--- config.mk ---
export PLATFORM = sky130hd
export DESIGN_NAME = baccarat_dealer_fsm
export DESIGN_NICKNAME = d
export VERILOG_FILES = /design/src/rtl/baccarat_dealer_fsm.sv
export SDC_FILE = /design/constraint.sdc
export NUM_CORES = 1
export LEC_CHECK = 0
export BUFFER_PORTS_ARGS = -buffer_cell sky130_fd_sc_hd__buf_2
export CAP_MARGIN = 20
export CORE_MARGIN = 1
export CORE_UTILIZATION = 56
export DETAILED_ROUTE_END_ITERATION = 7
export PLACE_DENSITY = 0.89
export SYNTH_ARGS = -nofsm -noshare
export SYNTH_HDL_FRONTEND = slang
export SYNTH_SLANG_ARGS = --single-unit
export TNS_END_PERCENT = 20
--- constraint.sdc ---
create_clock -name slow_clock -period 2.28 [get_ports slow_clock]
set_input_delay 0.342 -clock slow_clock [delete_from_list [all_inputs] [get_ports slow_clock]]
set_output_delay 0.342 -clock slow_clock [all_outputs]
set_load 0.02 [all_outputs]
--- src/rtl/baccarat_dealer_fsm.sv ---
// Baccarat dealing controller: sequences card-load strobes, applies the
// natural / player / banker third-card rules, registers the winner lights
// and keeps saturating win/tie tallies.
module baccarat_dealer_fsm #(
  parameter int unsigned CNT_W     = 8,
  parameter bit          AUTO_DEAL = 1'b0
) (
  input  logic             slow_clock,
  input  logic             resetb,
  input  logic             start,
  input  logic [3:0]       pscore,
  input  logic [3:0]       dscore,
  input  logic [3:0]       pcard3,
  output logic             load_pcard1,
  output logic             load_pcard2,
  output logic             load_pcard3,
  output logic             load_dcard1,
  output logic             load_dcard2,
  output logic             load_dcard3,
  output logic             player_win_light,
  output logic             dealer_win_light,
  output logic             done,
  output logic [CNT_W-1:0] player_wins,
  output logic [CNT_W-1:0] dealer_wins,
  output logic [CNT_W-1:0] ties
);

  typedef enum logic [3:0] {
    S_IDLE   = 4'd0,
    S_P1     = 4'd1,
    S_D1     = 4'd2,
    S_P2     = 4'd3,
    S_D2     = 4'd4,
    S_CHECK  = 4'd5,
    S_P3     = 4'd6,
    S_BANK   = 4'd7,
    S_D3     = 4'd8,
    S_RESULT = 4'd9,
    S_DONE   = 4'd10
  } state_t;

  localparam logic [CNT_W-1:0] ONE = {{(CNT_W-1){1'b0}}, 1'b1};

  state_t           state_q, state_d;
  logic             plight_q, plight_d;
  logic             dlight_q, dlight_d;
  logic [CNT_W-1:0] pw_q, pw_d;
  logic [CNT_W-1:0] dw_q, dw_d;
  logic [CNT_W-1:0] ti_q, ti_d;

  logic [3:0] ps, ds, v;
  logic       bank_draw;

  // Sanitise datapath inputs: scores above 9 stand as 9, face/illegal ranks count 0
  always_comb begin
    ps = (pscore > 4'd9) ? 4'd9 : pscore;
    ds = (dscore > 4'd9) ? 4'd9 : dscore;
    v  = (pcard3 >= 4'd1 && pcard3 <= 4'd9) ? pcard3 : 4'd0;
  end

  // Banker third-card table indexed by dealer score and player third-card value
  always_comb begin
    bank_draw = 1'b0;
    case (ds)
      4'd0, 4'd1, 4'd2: bank_draw = 1'b1;
      4'd3:             bank_draw = (v != 4'd8);
      4'd4:             bank_draw = (v >= 4'd2) && (v <= 4'd7);
      4'd5:             bank_draw = (v >= 4'd4) && (v <= 4'd7);
      4'd6:             bank_draw = (v >= 4'd6) && (v <= 4'd7);
      default:          bank_draw = 1'b0;
    endcase
  end

  // State register
  always_ff @(posedge slow_clock or negedge resetb) begin
    if (!resetb) state_q <= S_IDLE;
    else         state_q <= state_d;
  end

  // Next-state logic
  always_comb begin
    state_d = state_q;
    case (state_q)
      S_IDLE:   if (start || AUTO_DEAL) state_d = S_P1;
      S_P1:     state_d = S_D1;
      S_D1:     state_d = S_P2;
      S_P2:     state_d = S_D2;
      S_D2:     state_d = S_CHECK;
      S_CHECK: begin
        if (ps >= 4'd8 || ds >= 4'd8) state_d = S_RESULT;
        else if (ps <= 4'd5)          state_d = S_P3;
        else if (ds <= 4'd5)          state_d = S_D3;
        else                          state_d = S_RESULT;
      end
      S_P3:     state_d = S_BANK;
      S_BANK:   state_d = bank_draw ? S_D3 : S_RESULT;
      S_D3:     state_d = S_RESULT;
      S_RESULT: state_d = S_DONE;
      S_DONE:   if (start) state_d = S_P1;
      default:  state_d = S_IDLE;
    endcase
  end

  // Moore strobe decode from the registered state
  always_comb begin
    load_pcard1 = (state_q == S_P1);
    load_dcard1 = (state_q == S_D1);
    load_pcard2 = (state_q == S_P2);
    load_dcard2 = (state_q == S_D2);
    load_pcard3 = (state_q == S_P3);
    load_dcard3 = (state_q == S_D3);
    done        = (state_q == S_DONE);
  end

  // Result capture: lights and tallies update leaving RESULT, lights clear entering P1
  always_comb begin
    plight_d = plight_q;
    dlight_d = dlight_q;
    pw_d     = pw_q;
    dw_d     = dw_q;
    ti_d     = ti_q;
    if (state_q == S_RESULT) begin
      if (ps > ds) begin
        plight_d = 1'b1;
        dlight_d = 1'b0;
        pw_d     = (pw_q == '1) ? pw_q : pw_q + ONE;
      end else if (ds > ps) begin
        plight_d = 1'b0;
        dlight_d = 1'b1;
        dw_d     = (dw_q == '1) ? dw_q : dw_q + ONE;
      end else begin
        plight_d = 1'b1;
        dlight_d = 1'b1;
        ti_d     = (ti_q == '1) ? ti_q : ti_q + ONE;
      end
    end else if (state_d == S_P1) begin
      plight_d = 1'b0;
      dlight_d = 1'b0;
    end
  end

  // Light and tally registers
  always_ff @(posedge slow_clock or negedge resetb) begin
    if (!resetb) begin
      plight_q <= 1'b0;
      dlight_q <= 1'b0;
      pw_q     <= '0;
      dw_q     <= '0;
      ti_q     <= '0;
    end else begin
      plight_q <= plight_d;
      dlight_q <= dlight_d;
      pw_q     <= pw_d;
      dw_q     <= dw_d;
      ti_q     <= ti_d;
    end
  end

  assign player_win_light = plight_q;
  assign dealer_win_light = dlight_q;
  assign player_wins      = pw_q;
  assign dealer_wins      = dw_q;
  assign ties             = ti_q;

endmodule

==> qor.yml <==
layout_commonest_cell: "buf_2"
crit_fanout: 12
pwr-share-comb_pct: 36.3
use_met3_pct: 4.84
final_nets: 249
setup_violations: 0
die_area_mm2: 0.00340
firstDrtPassIters: 4
tritoncts: "done"
grt_util_met2_pct: 38.8
fin_crit_ns: 1.85
final_cell_mix: "buf_2, dfrtp_1, xor2_1, nor3_1, nand2_1"
power_leakage_nw: 1.09
die_h_um: 58.3
pwr-share-seq_pct: 41.1
portBuffers: 47
reg2reg_to: "player_wins[1]"
peakVddDrop_v: 0.000504
drt-total-wl_um: 3580
fin_skew_ns: 0.0116
path_class: "flop to output port"
detail_route.wl_per_cell_um: 13.2
clock_sinks: 30
vias_per_cell: 5.54
h-tree-depth: 2
final_max_slew_viol_count: 0
drtAntennaViolNets: 0
crit_required_ns: 1.94
grt_first_pass_wirelength_um: 5980
coreArea_mm2: 0.00303
drive_gt1_share_pct: 31.3
ctsResizeCount: 0
grt_antenna_before_repair: 0
switchingPower_mw: 0.763
ff2ff_setup_slack_ns: 0.44
diodes: 0
track_usage_pct: 23.7
worst_pin_slew_ns: 0.638
hold_class: "input port to asynchronous set/reset pin"
root_buffer: "clkbuf_4"
grt-ovfl-total: 0
syn_avg_cell_area_um2: 9.98
ff2ff_path_depth: 5
endpoint_kind: "output port"
cts_hold_buf: 0
cp-start-kind: "flop"
hold_viol_final: 0
syn-cell-area_mm2: 0.00178
whs_ns: 0.00863
start_util_pct: 58.7
grt_start_max_net_pins: 31
yosys_warnings: 0
gp_congestion: 0.818
drt_iter0_markers: 81
fin_crit_sh_pct: 81.3
final.setup.tns_ns: 0
cts_buffers: 5
p_per_area_mw_per_mm2: 918
synthCells: 178
worst_setup_hold_path_clk_slew_ns: 0.10
max_slew_margin_pct: 57.5
clock.fmax_mhz: 539
yosysSeqAreaShare_pct: 42.3
drc: 0
cts_setup_buffers: 0
ioPinCount: 48
synth_cell_types: 36
cts_buffer_depth: 2
die_x_um: 58.3
syn_nets: 200
status: "finished, final reports clean"
clkPwrFrac_pct: 22.6
vias: 1500
switching_share_pct: 39.0
clk_latency_ns: 0.34
cp.arrival_ns: 1.51
top_usage_layer: "met2"
nFillCells: 244
p_int_mw: 1.19
area_growth_pct: 19.9
row_count: 20
rsz0062_at_grt: "no"
dp_hpwl_um: 2640
r2r-start: "state_q[3]"
grt_use_met1_pct: 29.1
drv_cap: 0
first_global_vias: 1372
ys_ff_latch: 30
[worst max-delay path by stage]
stage,start,endpoint,slack (ns),cells after the start
global route,state_q[3],player_wins[1],0.34,5
global placement,pscore[3],player_wins[1],0.20,9
finish,state_q[3],load_dcard2,0.43,3
detailed placement,pscore[3],player_wins[1],0.11,9
floorplan,pscore[3],player_wins[1],0.30,9
CTS,state_q[3],player_wins[1],0.45,5
[registers in the layout, indices dropped and copies added, names as in the netlist]
signal / cells
player_win_light: 1
dealer_wins: 8
dealer_win_light: 1
player_wins: 8
state_q: 4
ties: 8
[power by group through the flow]
stage	combinational, mW	sequential, mW	clock (mW)
5_1_grt	0.777	0.824	0.468
3_3_place_gp	0.695	0.805	0
2_1_floorplan	0.468	0.843	0
3_5_place_dp	0.711	0.811	0
4_1_cts	0.714	0.801	0.443
6_report	0.710	0.804	0.441
[layer usage]
layer / part of all wire (%) / wire length (um) / vias to the layer above
met5: 0 / 0 / -
met2: 50 / 1790 / 37
li1: - / - / 730
met3: 4.1 / 148 / 9
met1: 43 / 1550 / 724
met4: 2.4 / 86 / 0
[metrics by stage]
step | power (mW) | utilization [%] | cells | setup slack, ns | instance area [um2]
3_3_place_gp | 1.50 | 67.7 | 264 | 0.196 | 2050
2_1_floorplan | 1.31 | - | 178 | 0.302 | 1780
5_1_grt | 2.07 | 70.4 | 271 | 0.339 | 2130
6_report | 1.96 | 70.4 | 271 | 0.426 | 2130
3_5_place_dp | 1.52 | 67.7 | 264 | 0.110 | 2050
4_1_cts | 1.96 | 70.4 | 271 | 0.452 | 2130
[cells by family (layout without fill, tap and decap cells)]
family,after synthesis,count (layout),share of synthesized area (%)
AO/OA/AOI/OAI,26,26,10.4
XOR/XNOR,22,22,10.8
adder cells (fa/ha/maj),7,7,4.93
buffers and inverters,12,61,3.59
flip-flops,30,30,42.3
multiplexers,3,3,1.90
AND/OR/NAND/NOR,78,78,26.1
[critical path, cell delays in order (launching register included)]
cell	delay, ns
dfrtp_1	0.54
nand2b_1	0.29
nor3_1	0.15
buf_2	0.19
[cell usage after synthesis, drive strengths merged]
master | instances | area, um2
a211o | 1 | 8.76
a211oi | 2 | 15.0
a21o | 1 | 7.51
a21oi | 3 | 15.0
a221o | 1 | 10.0
a22o | 1 | 8.76
and3 | 1 | 6.26
buf | 3 | 30.0
clkbuf | 4 | 15.0
dfrtp | 30 | 751
ha | 7 | 87.6
inv | 5 | 18.8
mux2 | 3 | 33.8
nand2 | 13 | 48.8
nand2b | 7 | 66.3
nand3 | 9 | 45.0
nand3b | 2 | 15.0
nand4 | 4 | 25.0
nor2 | 11 | 48.8
nor2b | 6 | 37.5
nor3 | 15 | 75.1
nor4 | 9 | 87.6
nor4b | 1 | 8.76
o211a | 1 | 10.0
o211ai | 1 | 7.51
o21a | 4 | 30.0
o21ai | 8 | 47.6
o21bai | 1 | 11.3
o22ai | 2 | 12.5
xnor2 | 1 | 8.76
xor2 | 21 | 184
[cell type report]
| class | instances | area [um2] | share of cell area, % |
|---|---|---|---|
| multi-input cells | 136 | 962 | 45.2 |
| clock buffers | 6 | 51.3 | 2.41 |
| clock inverters | 1 | 30.0 | 1.41 |
| flip-flops and latches | 30 | 751 | 35.2 |
| inverters | 5 | 18.8 | 0.881 |
| repair buffers | 49 | 263 | 12.3 |
| well taps | 44 | 55.1 | 2.58 |
Note: power is estimated with default switching activity, not from simulation.
